## src/rtl/io_spi_target.sv

```systemverilog
// io_spi_target: SPI target (slave) with 8-deep RX and TX byte FIFOs behind four dma_io registers.
//
// Ports:
//   clk, rst_n          system clock, asynchronous active-low reset
//   dma_io_we/wadr/wdata         register write port (word addresses 0x3C88..0x3C8B)
//   dma_io_radr/radr_en          register read request; data returned one cycle later
//   dma_io_rdata_in/rdata        read data chain: passes rdata_in through unless this block answered
//   spi_sck/spi_csn/spi_mosi     SPI pins from the controller, asynchronous to clk
//   spi_miso/spi_miso_oe         SPI data to the controller and its tri-state enable
//   spi_target_irq               present only when SPI_TARGET_IRQ_EN is defined
//
// Build option SPI_TARGET_IRQ_EN adds the interrupt output and makes MODE[5:4] writable.
module io_spi_target #(
   parameter int SYNC_STAGES = 2
) (
   input  logic        clk,
   input  logic        rst_n,
   input  logic        dma_io_we,
   input  logic [15:2] dma_io_wadr,
   input  logic [31:0] dma_io_wdata,
   input  logic [15:2] dma_io_radr,
   input  logic        dma_io_radr_en,
   input  logic [31:0] dma_io_rdata_in,
   output logic [31:0] dma_io_rdata,
   input  logic        spi_sck,
   input  logic        spi_csn,
   input  logic        spi_mosi,
   output logic        spi_miso,
`ifdef SPI_TARGET_IRQ_EN
   output logic        spi_miso_oe,
   output logic        spi_target_irq
`else
   output logic        spi_miso_oe
`endif
);
   localparam logic [15:2] A_MODE = 14'h3C88;
   localparam logic [15:2] A_STAT = 14'h3C89;
   localparam logic [15:2] A_TXD  = 14'h3C8A;
   localparam logic [15:2] A_RXD  = 14'h3C8B;

   typedef enum logic [1:0] {S_IDLE, S_LOAD, S_SHIFT} state_t;

   logic [SYNC_STAGES-1:0] sck_sync_q, sck_sync_d, csn_sync_q, csn_sync_d, mosi_sync_q, mosi_sync_d;
   logic       sck_s, csn_s, mosi_s, sck_prev_q, sck_prev_d, csn_prev_q, csn_prev_d;
   logic       lead_e, trail_e, smp_e, shf_e;
   state_t     state_q, state_d;
   logic [5:0] mode_q, mode_d;
   logic       ovr_q, ovr_d, unr_q, unr_d;
   logic [7:0] tx_mem_q [8];
   logic [7:0] tx_mem_d [8];
   logic [7:0] rx_mem_q [8];
   logic [7:0] rx_mem_d [8];
   logic [2:0] tx_wp_q, tx_wp_d, tx_rp_q, tx_rp_d, rx_wp_q, rx_wp_d, rx_rp_q, rx_rp_d;
   logic [3:0] tx_cnt_q, tx_cnt_d, rx_cnt_q, rx_cnt_d;
   logic [7:0] tx_sr_q, tx_sr_d, rx_sr_q, rx_sr_d;
   logic [2:0] bit_cnt_q, bit_cnt_d;
   logic       rx_push_q, rx_push_d, tx_pend_q, tx_pend_d, hold_q, hold_d;
   logic       miso_q, miso_d, oe_q, oe_d, rd_hit_q, rd_hit_d;
   logic [31:0] rdata_q, rdata_d;
   logic       tx_pop, unr_set, tx_clr, rx_clr, tx_push, tx_do_pop, rx_do_push, rx_do_pop;
   logic       we_mode, we_stat, we_txd, rd_rxd, busy;
   logic       tx_empty, tx_full, rx_empty, rx_full;
   logic [7:0] tx_head, rx_head;
   logic       unused_wdata;
`ifdef SPI_TARGET_IRQ_EN
   logic       irq_q, irq_d;
   assign spi_target_irq = irq_q;
`endif

   assign sck_s    = sck_sync_q[SYNC_STAGES-1];
   assign csn_s    = csn_sync_q[SYNC_STAGES-1];
   assign mosi_s   = mosi_sync_q[SYNC_STAGES-1];
   // leading edge leaves the CPOL idle level, trailing edge returns to it
   assign lead_e   = mode_q[2] ? (sck_prev_q & ~sck_s) : (~sck_prev_q & sck_s);
   assign trail_e  = mode_q[2] ? (~sck_prev_q & sck_s) : (sck_prev_q & ~sck_s);
   assign smp_e    = mode_q[1] ? trail_e : lead_e;
   assign shf_e    = mode_q[1] ? lead_e : trail_e;
   assign we_mode  = dma_io_we && dma_io_wadr == A_MODE;
   assign we_stat  = dma_io_we && dma_io_wadr == A_STAT;
   assign we_txd   = dma_io_we && dma_io_wadr == A_TXD;
   assign rd_rxd   = dma_io_radr_en && dma_io_radr == A_RXD;
   assign busy     = ~csn_s & mode_q[0];
   assign tx_empty = tx_cnt_q == 4'd0;
   assign tx_full  = tx_cnt_q == 4'd8;
   assign rx_empty = rx_cnt_q == 4'd0;
   assign rx_full  = rx_cnt_q == 4'd8;
   assign tx_head  = tx_mem_q[tx_rp_q];
   assign rx_head  = rx_mem_q[rx_rp_q];
   assign unused_wdata = ^dma_io_wdata[31:12];
   assign spi_miso     = miso_q;
   assign spi_miso_oe  = oe_q;
   assign dma_io_rdata = rd_hit_q ? rdata_q : dma_io_rdata_in;

   always_comb begin
      sck_sync_d  = {sck_sync_q[SYNC_STAGES-2:0], spi_sck};
      csn_sync_d  = {csn_sync_q[SYNC_STAGES-2:0], spi_csn};
      mosi_sync_d = {mosi_sync_q[SYNC_STAGES-2:0], spi_mosi};
      sck_prev_d  = sck_s;
      csn_prev_d  = csn_s;
      state_d     = state_q;
      mode_d      = mode_q;
      tx_sr_d     = tx_sr_q;
      rx_sr_d     = rx_sr_q;
      bit_cnt_d   = bit_cnt_q;
      tx_pend_d   = tx_pend_q;
      hold_d      = hold_q;
      miso_d      = miso_q;
      oe_d        = oe_q;
      rx_push_d   = 1'b0;
      tx_pop      = 1'b0;
      unr_set     = 1'b0;
      if (csn_s || state_q == S_IDLE) begin
         state_d   = (!csn_s && csn_prev_q && mode_q[0]) ? S_LOAD : S_IDLE;
         oe_d      = 1'b0;
         bit_cnt_d = 3'd0;
         tx_pend_d = 1'b0;
         hold_d    = 1'b0;
      end else if (state_q == S_LOAD) begin
         tx_pop  = 1'b1;
         unr_set = tx_empty;
         tx_sr_d = tx_empty ? 8'hFF : tx_head;
         miso_d  = mode_q[3] ? tx_sr_d[7] : tx_sr_d[0];
         oe_d    = 1'b1;
         // with CPHA=1 the first shift edge of the first byte must keep the bit LOAD already drove
         hold_d  = mode_q[1];
         state_d = S_SHIFT;
      end else begin
         if (smp_e) begin
            rx_sr_d   = mode_q[3] ? {rx_sr_q[6:0], mosi_s} : {mosi_s, rx_sr_q[7:1]};
            bit_cnt_d = bit_cnt_q + 3'd1;
            rx_push_d = bit_cnt_q == 3'd7;
            tx_pend_d = tx_pend_q | (bit_cnt_q == 3'd7);
         end
         if (shf_e) begin
            tx_pop    = tx_pend_q;
            unr_set   = tx_pend_q & tx_empty;
            tx_sr_d   = tx_pend_q ? (tx_empty ? 8'hFF : tx_head) :
                        hold_q    ? tx_sr_q :
                        mode_q[3] ? {tx_sr_q[6:0], 1'b0} : {1'b0, tx_sr_q[7:1]};
            miso_d    = mode_q[3] ? tx_sr_d[7] : tx_sr_d[0];
            tx_pend_d = 1'b0;
            hold_d    = 1'b0;
         end
      end
      // FIFO clear beats any push or pop in the same cycle
      tx_clr    = we_stat & dma_io_wdata[11];
      tx_push   = we_txd & ~tx_full;
      tx_do_pop = tx_pop & ~tx_empty;
      tx_mem_d  = tx_mem_q;
      if (tx_push) tx_mem_d[tx_wp_q] = dma_io_wdata[7:0];
      tx_wp_d   = tx_clr ? 3'd0 : tx_wp_q + {2'd0, tx_push};
      tx_rp_d   = tx_clr ? 3'd0 : tx_rp_q + {2'd0, tx_do_pop};
      tx_cnt_d  = tx_clr ? 4'd0 : tx_cnt_q + {3'd0, tx_push} - {3'd0, tx_do_pop};
      rx_clr     = we_stat & dma_io_wdata[10];
      rx_do_push = rx_push_q & ~rx_full;
      rx_do_pop  = rd_rxd & ~rx_empty;
      rx_mem_d   = rx_mem_q;
      if (rx_do_push) rx_mem_d[rx_wp_q] = rx_sr_q;
      rx_wp_d    = rx_clr ? 3'd0 : rx_wp_q + {2'd0, rx_do_push};
      rx_rp_d    = rx_clr ? 3'd0 : rx_rp_q + {2'd0, rx_do_pop};
      rx_cnt_d   = rx_clr ? 4'd0 : rx_cnt_q + {3'd0, rx_do_push} - {3'd0, rx_do_pop};
      ovr_d = (ovr_q & ~(we_stat & dma_io_wdata[8])) | (rx_push_q & rx_full & ~rx_clr);
      unr_d = (unr_q & ~(we_stat & dma_io_wdata[9])) | unr_set;
`ifdef SPI_TARGET_IRQ_EN
      if (we_mode && !busy) mode_d = dma_io_wdata[5:0];
      irq_d = (~rx_empty & mode_q[4]) | ((ovr_q | unr_q) & mode_q[5]);
`else
      if (we_mode && !busy) mode_d = {2'b00, dma_io_wdata[3:0]};
`endif
      rd_hit_d = dma_io_radr_en && dma_io_radr[15:4] == A_MODE[15:4];
      // RXD flags report the occupancy after this read's pop
      rdata_d  = !dma_io_radr_en       ? rdata_q :
                 dma_io_radr == A_MODE ? {26'd0, mode_q} :
                 dma_io_radr == A_STAT ? {22'd0, unr_q, ovr_q, 3'd0, busy, tx_full, tx_empty, rx_full, rx_empty} :
                 dma_io_radr == A_TXD  ? {22'd0, tx_empty, tx_full, 8'd0} :
                                         {22'd0, rx_cnt_d == 4'd0, rx_cnt_d == 4'd8, rx_head};
   end

   always_ff @(posedge clk or negedge rst_n) begin
      if (!rst_n) begin
         sck_sync_q  <= '0;
         csn_sync_q  <= '1;
         mosi_sync_q <= '0;
         sck_prev_q  <= 1'b0;
         csn_prev_q  <= 1'b1;
         state_q     <= S_IDLE;
         mode_q      <= 6'h08;
         ovr_q       <= 1'b0;
         unr_q       <= 1'b0;
         tx_mem_q    <= '{default: 8'h00};
         rx_mem_q    <= '{default: 8'h00};
         tx_wp_q     <= 3'd0;
         tx_rp_q     <= 3'd0;
         rx_wp_q     <= 3'd0;
         rx_rp_q     <= 3'd0;
         tx_cnt_q    <= 4'd0;
         rx_cnt_q    <= 4'd0;
         tx_sr_q     <= 8'h00;
         rx_sr_q     <= 8'h00;
         bit_cnt_q   <= 3'd0;
         rx_push_q   <= 1'b0;
         tx_pend_q   <= 1'b0;
         hold_q      <= 1'b0;
         miso_q      <= 1'b0;
         oe_q        <= 1'b0;
         rd_hit_q    <= 1'b0;
         rdata_q     <= 32'd0;
`ifdef SPI_TARGET_IRQ_EN
         irq_q       <= 1'b0;
`endif
      end else begin
         sck_sync_q  <= sck_sync_d;
         csn_sync_q  <= csn_sync_d;
         mosi_sync_q <= mosi_sync_d;
         sck_prev_q  <= sck_prev_d;
         csn_prev_q  <= csn_prev_d;
         state_q     <= state_d;
         mode_q      <= mode_d;
         ovr_q       <= ovr_d;
         unr_q       <= unr_d;
         tx_mem_q    <= tx_mem_d;
         rx_mem_q    <= rx_mem_d;
         tx_wp_q     <= tx_wp_d;
         tx_rp_q     <= tx_rp_d;
         rx_wp_q     <= rx_wp_d;
         rx_rp_q     <= rx_rp_d;
         tx_cnt_q    <= tx_cnt_d;
         rx_cnt_q    <= rx_cnt_d;
         tx_sr_q     <= tx_sr_d;
         rx_sr_q     <= rx_sr_d;
         bit_cnt_q   <= bit_cnt_d;
         rx_push_q   <= rx_push_d;
         tx_pend_q   <= tx_pend_d;
         hold_q      <= hold_d;
         miso_q      <= miso_d;
         oe_q        <= oe_d;
         rd_hit_q    <= rd_hit_d;
         rdata_q     <= rdata_d;
`ifdef SPI_TARGET_IRQ_EN
         irq_q       <= irq_d;
`endif
      end
   end
endmodule

```

## config.mk

```make
export PLATFORM = sky130hd
export DESIGN_NAME = io_spi_target
export DESIGN_NICKNAME = d
export VERILOG_FILES = /design/src/rtl/io_spi_target.sv
export SDC_FILE = /design/constraint.sdc
export NUM_CORES = 1
export LEC_CHECK = 0
export BUFFER_PORTS_ARGS = -buffer_cell sky130_fd_sc_hd__buf_2
export CORE_MARGIN = 5
export CORE_UTILIZATION = 51
export DETAILED_ROUTE_END_ITERATION = 7
export GPL_TIMING_DRIVEN = 0
export HOLD_SLACK_MARGIN = 0.05
export PLACE_DENSITY_LB_ADDON = 0.05
export SLEW_MARGIN = 0
export SYNTH_ARGS = -nofsm -noshare
export SYNTH_HDL_FRONTEND = slang
export SYNTH_SLANG_ARGS = --single-unit
```

## constraint.sdc

```tcl
create_clock -name clk -period 2.5 [get_ports clk]
set_clock_uncertainty 0.05 [all_clocks]
set_input_delay 0.375 -clock clk [delete_from_list [all_inputs] [get_ports clk]]
set_output_delay 0.375 -clock clk [all_outputs]
set_load 0.005 [all_outputs]
```

# After elaboration in Yosys (flattened, before gate mapping)
# Index checks and enable logic that the tools add are counted.
# totals
ff_bits,221
in_bits,99
# op_classes
order_cmp,6
reduce_logical,27
n_eq_ne,15
n_addsub,9
n_bitwise,35
muxes,61
# ops
op,n
bitwise mux 64 bit,2
two-way mux 8 bit,13
"equality test 14 bit, second input constant",7
binary-select mux 8 bit (select 3 bit),2
demux 8 bit (select 3 bit),2
two-way mux 32 bit,1
two-way mux 10 bit,3
two-way mux 1 bit,27
two-way mux 3 bit,7
bitwise AND 1 bit,16
"greater-or-equal comparator 4 bit, second input constant",4
NOT 3 -> 4 bit,4
adder 3 x 1 -> 3 bit,4
"equality test 12 bit, second input constant",1
"equality test 4 bit, second input constant",3
logical NOT 4 bit,3
NOT 1 bit,12
logical AND 1 bit,10
adder 4 x 1 -> 4 bit,2
"less-than comparator 4 x 1 -> 1 bit, second input constant",2
two-way mux 4 bit,2
subtractor 4 x 1 -> 4 bit,2
AND reduction 2 bit,3
AND reduction 3 bit,2
other kinds (12),19

# Longest topological paths before layout
# logic_depth
depth_word,10
depth_mapped,13

# Least setup slack after synthesis
# No wires, ideal clock.
# synth_path
kind,input to register
start,input dma_io_radr[6] (netlist bit)
end,register rdata_q[9]
path_buffers,1
stages,11
slack_ps,-908
arrival_ps,3222
path_cell_list,or4b_2 -> nor3_1 -> and3_1 -> clkbuf_1 -> xnor2_1 -> ha_1 -> fa_1 -> xnor2_1 -> nor3b_1 -> a221oi_1 -> o22ai_1
# synth_between
elab_chain_len,9
elab_cells_between_ends,12
# synth_lines
element,line,text
"start, declared",21,"input logic [15:2] dma_io_radr,"
equality test 14 bit,81,assign rd_rxd = dma_io_radr_en && dma_io_radr == A_RXD;
logical AND 1 bit,81,
bitwise AND 1 bit,156,rx_do_pop = rd_rxd & ~rx_empty;
subtractor 4 x 1 -> 4 bit,161,"rx_cnt_d = rx_clr ? 4'd0 : rx_cnt_q + {3'd0, rx_do_push} - {3'd0, rx_do_pop};"
two-way mux 4 bit,161,
logical NOT 4 bit,176,"{22'd0, rx_cnt_d == 4'd0, rx_cnt_d == 4'd8, rx_head};"
two-way mux 10 bit,175,"dma_io_radr == A_TXD ? {22'd0, tx_empty, tx_full, 8'd0} :"
two-way mux 10 bit,174,"dma_io_radr == A_STAT ? {22'd0, unr_q, ovr_q, 3'd0, busy, tx_full, tx_empty, rx_full, rx_empty} :"
two-way mux 10 bit (*),173,"dma_io_radr == A_MODE ? {26'd0, mode_q} :"
"end signal, assigned",238,rdata_q <= rdata_d;
"end, declared",59,"logic [31:0] rdata_q, rdata_d;"
# Mark *: on every way between the ends. The rest lies on a longest branch, timed or not.
# A chain may end at the register's enable or synchronous reset.

# Final worst setup path
# layout_path
start,register rx_cnt_q[3]
end,register rx_mem_q[41] (netlist bit)
# layout_between
elab_chain_len,3
# layout_lines
element,line,text
"start, declared",54,"logic [3:0] tx_cnt_q, tx_cnt_d, rx_cnt_q, rx_cnt_d;"
"start signal, assigned",228,rx_cnt_q <= rx_cnt_d;
equality test 4 bit,86,assign rx_full = rx_cnt_q == 4'd8;
NOT 1 bit,155,rx_do_push = rx_push_q & ~rx_full;
bitwise AND 1 bit,155,
"end signal, assigned",222,rx_mem_q <= rx_mem_d;
"end, declared",51,logic [7:0] rx_mem_q [8];
# Every way passes these cells.

==> results.rst <==
.. list-table::
   :header-rows: 1

   * - Metric
     - Value
   * - Post-Route WL
     - 23150 um
   * - TritonCTS clock tree
     - yes
   * - Number of failing hold endpoints at the final stage
     - 0
   * - Post-synthesis to final-layout area growth
     - 23.58%
   * - First-pass GRT wire length
     - 37190 um
   * - Critical Path Max Stage Delay
     - around 1.1 ns
   * - Category of the most critical setup path
     - reg -> reg
   * - CP arrival
     - slightly below 3 ns
   * - Number of core rows
     - 50
   * - Number of nets with antenna violations after detailed routing
     - 0
   * - Number of global-route vias before repair
     - about 7000
   * - Number of port buffers
     - between 100 and 150
   * - Final-report max-slew violation count
     - 0
   * - Avg Inst Size Synth
     - around 13 um^2
   * - Number of synthesized flops with an enable pin
     - 0
   * - GRT met1 Usage
     - 29.19%
   * - Post-layout net count
     - 1017
   * - Total I/O pin count
     - 133
   * - Yosys Warn Count
     - 0
   * - Global-route met2 utilization
     - a little under two fifths
   * - Hold_sp
     - dma_io_wdata[9]
   * - Power density relative to cell area
     - ~540 mW/mm^2
   * - Async set or reset register ratio after synthesis
     - 100.0%
   * - Number of buffers inserted during clock tree synthesis
     - 17
   * - Crit path setup slack, layout
     - -0.1554 ns
   * - Buffer cell driving the clock tree root
     - clkbuf_16
   * - Global placement routability congestion
     - 0.8692
   * - Transition at the pin with the smallest max-transition slack
     - approximately 1.4 ns
   * - Combined area of all synthesized cells
     - 0.009696 mm^2
   * - Portion of the clock cycle consumed by the worst path in the final layout
     - 106.2%
   * - Share of post-route cells with drive strength above 1
     - 47.74%
   * - Chip width
     - around 150 um
   * - Placed cell count
     - about 1100
   * - Starting density of the core
     - 51.83%
   * - Critical-path cell list
     - ha_4 > nor3b_4 > nand2b_4 > nor4b_2 > mux2_2
   * - Count of final setup violators
     - 26
   * - Worst R2R Start
     - rx_cnt_q[3]
   * - Violated checks
     - setup timing
   * - Capturing element of the worst setup path
     - rx_mem_q[41]
   * - Fraction of met3 tracks used by global routing
     - 3.832%
   * - Number of max-cap violations
     - 0
   * - Count of inserted antenna diode cells
     - 0
   * - Initial antenna violation count
     - 0
   * - Non-filler cells in the finished layout
     - between 1000 and 1500
   * - HPWL reported at the end of detailed placement
     - 15800 um
   * - Result of the run
     - complete, but fails checks
   * - DRC violation count after routing
     - 0
   * - Largest net degree at the start of global routing
     - ~110
   * - Total number of H-tree levels
     - 4
   * - Final core utilization
     - between 60 and 70%
   * - Worst-Skew Late Latency
     - about 0.43 ns
   * - Initial drt markers
     - ~300
   * - Overall global routing resource usage
     - between 20 and 25%
   * - Register-to-Register Path Depth
     - 5
   * - Max Clk Rate
     - 376.6 MHz
   * - Die outline height
     - between 100 and 150 um
   * - Peak fanout along the critical path
     - 8
   * - Capturing element type of the critical path
     - register
   * - Die area
     - between 0.02 and 0.025 mm^2
   * - Commonest register cell after synthesis
     - dfrtp_1
   * - Area of the core region
     - ~0.019 mm^2
   * - Vias per cell
     - 5.702
   * - IR drop worst, VDD
     - between 0.4 and 0.5 mV
   * - Pre-Repair DR Iteration Count
     - 5
   * - Reg-to-reg critical path endpoint
     - rx_mem_q[41]
   * - Congestion Overflow GR
     - 0
   * - Clock buffer depth
     - 2
   * - Startpoint kind of the worst setup timing path
     - register
   * - Worst min-delay path category
     - in -> reg
   * - Synthesized instance count
     - approximately 730
   * - WP data required
     - between 2 and 3 ns
   * - Crit-path slowest cell
     - nor4b_2
   * - Net Count, Synth
     - around 850
   * - Routed wirelength normalized by instance count
     - 20.25 um
   * - Clock-pin slew reported for the worst setup and hold paths after clock tree synthesis
     - 0.07 ns
   * - Synth Register Bits
     - roughly 200
   * - Max-Slew Margin vs Limit
     - between 6 and 7%
   * - Sink count of the clock tree
     - 198
   * - Minimum clock period
     - about 2.7 ns
   * - Most utilized layer in the global route result
     - met2
   * - Number of unique standard cell types used by synthesis
     - 64
   * - RSZ-0062 raised after global routing
     - true
   * - Register-to-register setup slack
     - -0.16 ns
   * - Worst setup startpoint
     - rx_cnt_q[3]
   * - Vias after detailed routing
     - ~6500
   * - Leak
     - 5.628 nW
   * - Sequential-to-total area share from yosys stat
     - between 50% and 60%
-- report_power, final --
| group | total, W | switching, W | internal, W |
|---|---|---|---|
| Sequential | 0.00326 | 0.0000226 | 0.00323 |
| Combinational | 0.000522 | 0.000258 | 0.000265 |
| Clock | 0.00270 | 0.00127 | 0.00143 |
| Total | 0.00648 | 0.00155 | 0.00493 |
-- kinds of logic (layout without fill, tap and decap cells) --
group | count (synthesis) | after routing | synth area share (%)
adders and majority gates | 22 | 22 | 2.994
DFF | 198 | 198 | 51.16
muxes | 212 | 212 | 27.81
xor gates and xnor gates | 12 | 12 | 1.084
AOI/OAI and AO/OA | 61 | 61 | 4.039
and+or+nand+nor | 163 | 163 | 10.31
buffers and inverters | 63 | 241 | 2.607
-- registers in the layout, indices dropped and copies added, names as in the netlist, 2 cells and up --
name,count
rx_mem_q,64
tx_mem_q,64
rdata_q,10
rx_sr_q,8
tx_sr_q,8
mode_q,4
rx_cnt_q,4
tx_cnt_q,4
bit_cnt_q,3
rx_rp_q,3
rx_wp_q,3
tx_rp_q,3
tx_wp_q,3
csn_sync_q,2
mosi_sync_q,2
sck_sync_q,2
state_q,2
-- per-stage QoR --
step	cell area (um^2)	setup slack (ns)	setup TNS, ns	power [W]	hold slack [ns]
after floorplan	9942	-0.3992	-17.32	0.003472	0.02941
after global placement	10800	-2.075	-467.19	0.003663	0.2861
after detailed placement	10840	-0.9220	-59.86	0.003682	0.2863
after CTS	11780	-0.1419	-2.856	0.006429	0.1408
after global routing	11980	-0.2049	-3.853	0.006712	0.1451
final	11980	-0.1554	-2.141	0.006481	0.1545
-- repair_timing --
action	CTS	global route
gates resized for setup	45	16
pin swaps	12	27
endpoints found under the hold margin	111	0
endpoints found under the setup margin	132	80
hold buffers	4	0
setup buffers	17	16
-- cells in the final DEF, fill, tap and decap left out, types with 6 or more instances in the layout --
cell / count
buf_1: 6
nand3b_1: 6
nand2_1: 27
o21ai_0: 13
dfrtp_1: 192
mux4_2: 30
nand3_1: 9
clkbuf_1: 23
buf_2: 112
a21oi_1: 13
buf_4: 28
nor2b_1: 24
xnor2_1: 7
inv_1: 17
ha_1: 13
clkbuf_16: 17
mux2_2: 110
and2_1: 16
mux2i_1: 22
o22ai_1: 12
nor2_1: 32
mux2_4: 49
-- worst max-delay path: cells and delay by family (launching register included) --
kind / cells / cell delay, ns
adder cells (fa/ha/maj): 1 / 0.17
multiplexers: 1 / 0.43
flip-flops: 1 / 0.42
AND/OR/NAND/NOR: 3 / 1.47
-- worst min-delay path by stage --
stage                     end  slack, ns  cells after the start
3_5_place_dp   mosi_sync_q[1]       0.29                      0
3_3_place_gp   mosi_sync_q[1]       0.29                      0
6_report                unr_q       0.15                      3
5_1_grt                 unr_q       0.15                      3
4_1_cts                 unr_q       0.14                      3
2_1_floorplan    bit_cnt_q[0]       0.03                      0
-- layer usage --
| layer | routed length (um) | vias up |
|---|---|---|
| met2 | 11250 | 177 |
| met4 | 270 | 0 |
| met3 | 1158 | 26 |
| met5 | 0 | - |
| li1 | - | 2972 |
| met1 | 10470 | 3342 |
-- cells in the mapped netlist, types with 13 or more instances --
cell / count / area (um^2)
ha_1: 20 / 250.2
dfrtp_1: 194 / 4855
nor2_1: 34 / 127.6
mux2_2: 157 / 1768
mux4_2: 30 / 675.7
mux2i_1: 23 / 230.2
nor2b_1: 24 / 150.1
and2_1: 16 / 100.1
o21ai_0: 13 / 65.06
clkbuf_1: 30 / 112.6
inv_1: 22 / 82.58
a21oi_1: 15 / 75.07
nand2_1: 28 / 105.1
-- layout make-up --
| cell class | instances | area [um^2] |
|---|---|---|
| sequential | 198 | 4962 |
| tap | 234 | 292.8 |
| clock buffer | 18 | 439.2 |
| multi-input combinational | 470 | 4931 |
| timing repair buffer | 150 | 957.2 |
| inverter | 22 | 85.08 |
| clock inverter | 14 | 140.1 |
| buffer | 37 | 173.9 |
| fill | 1421 | 6724 |
Power figures use the tool's default switching activity.
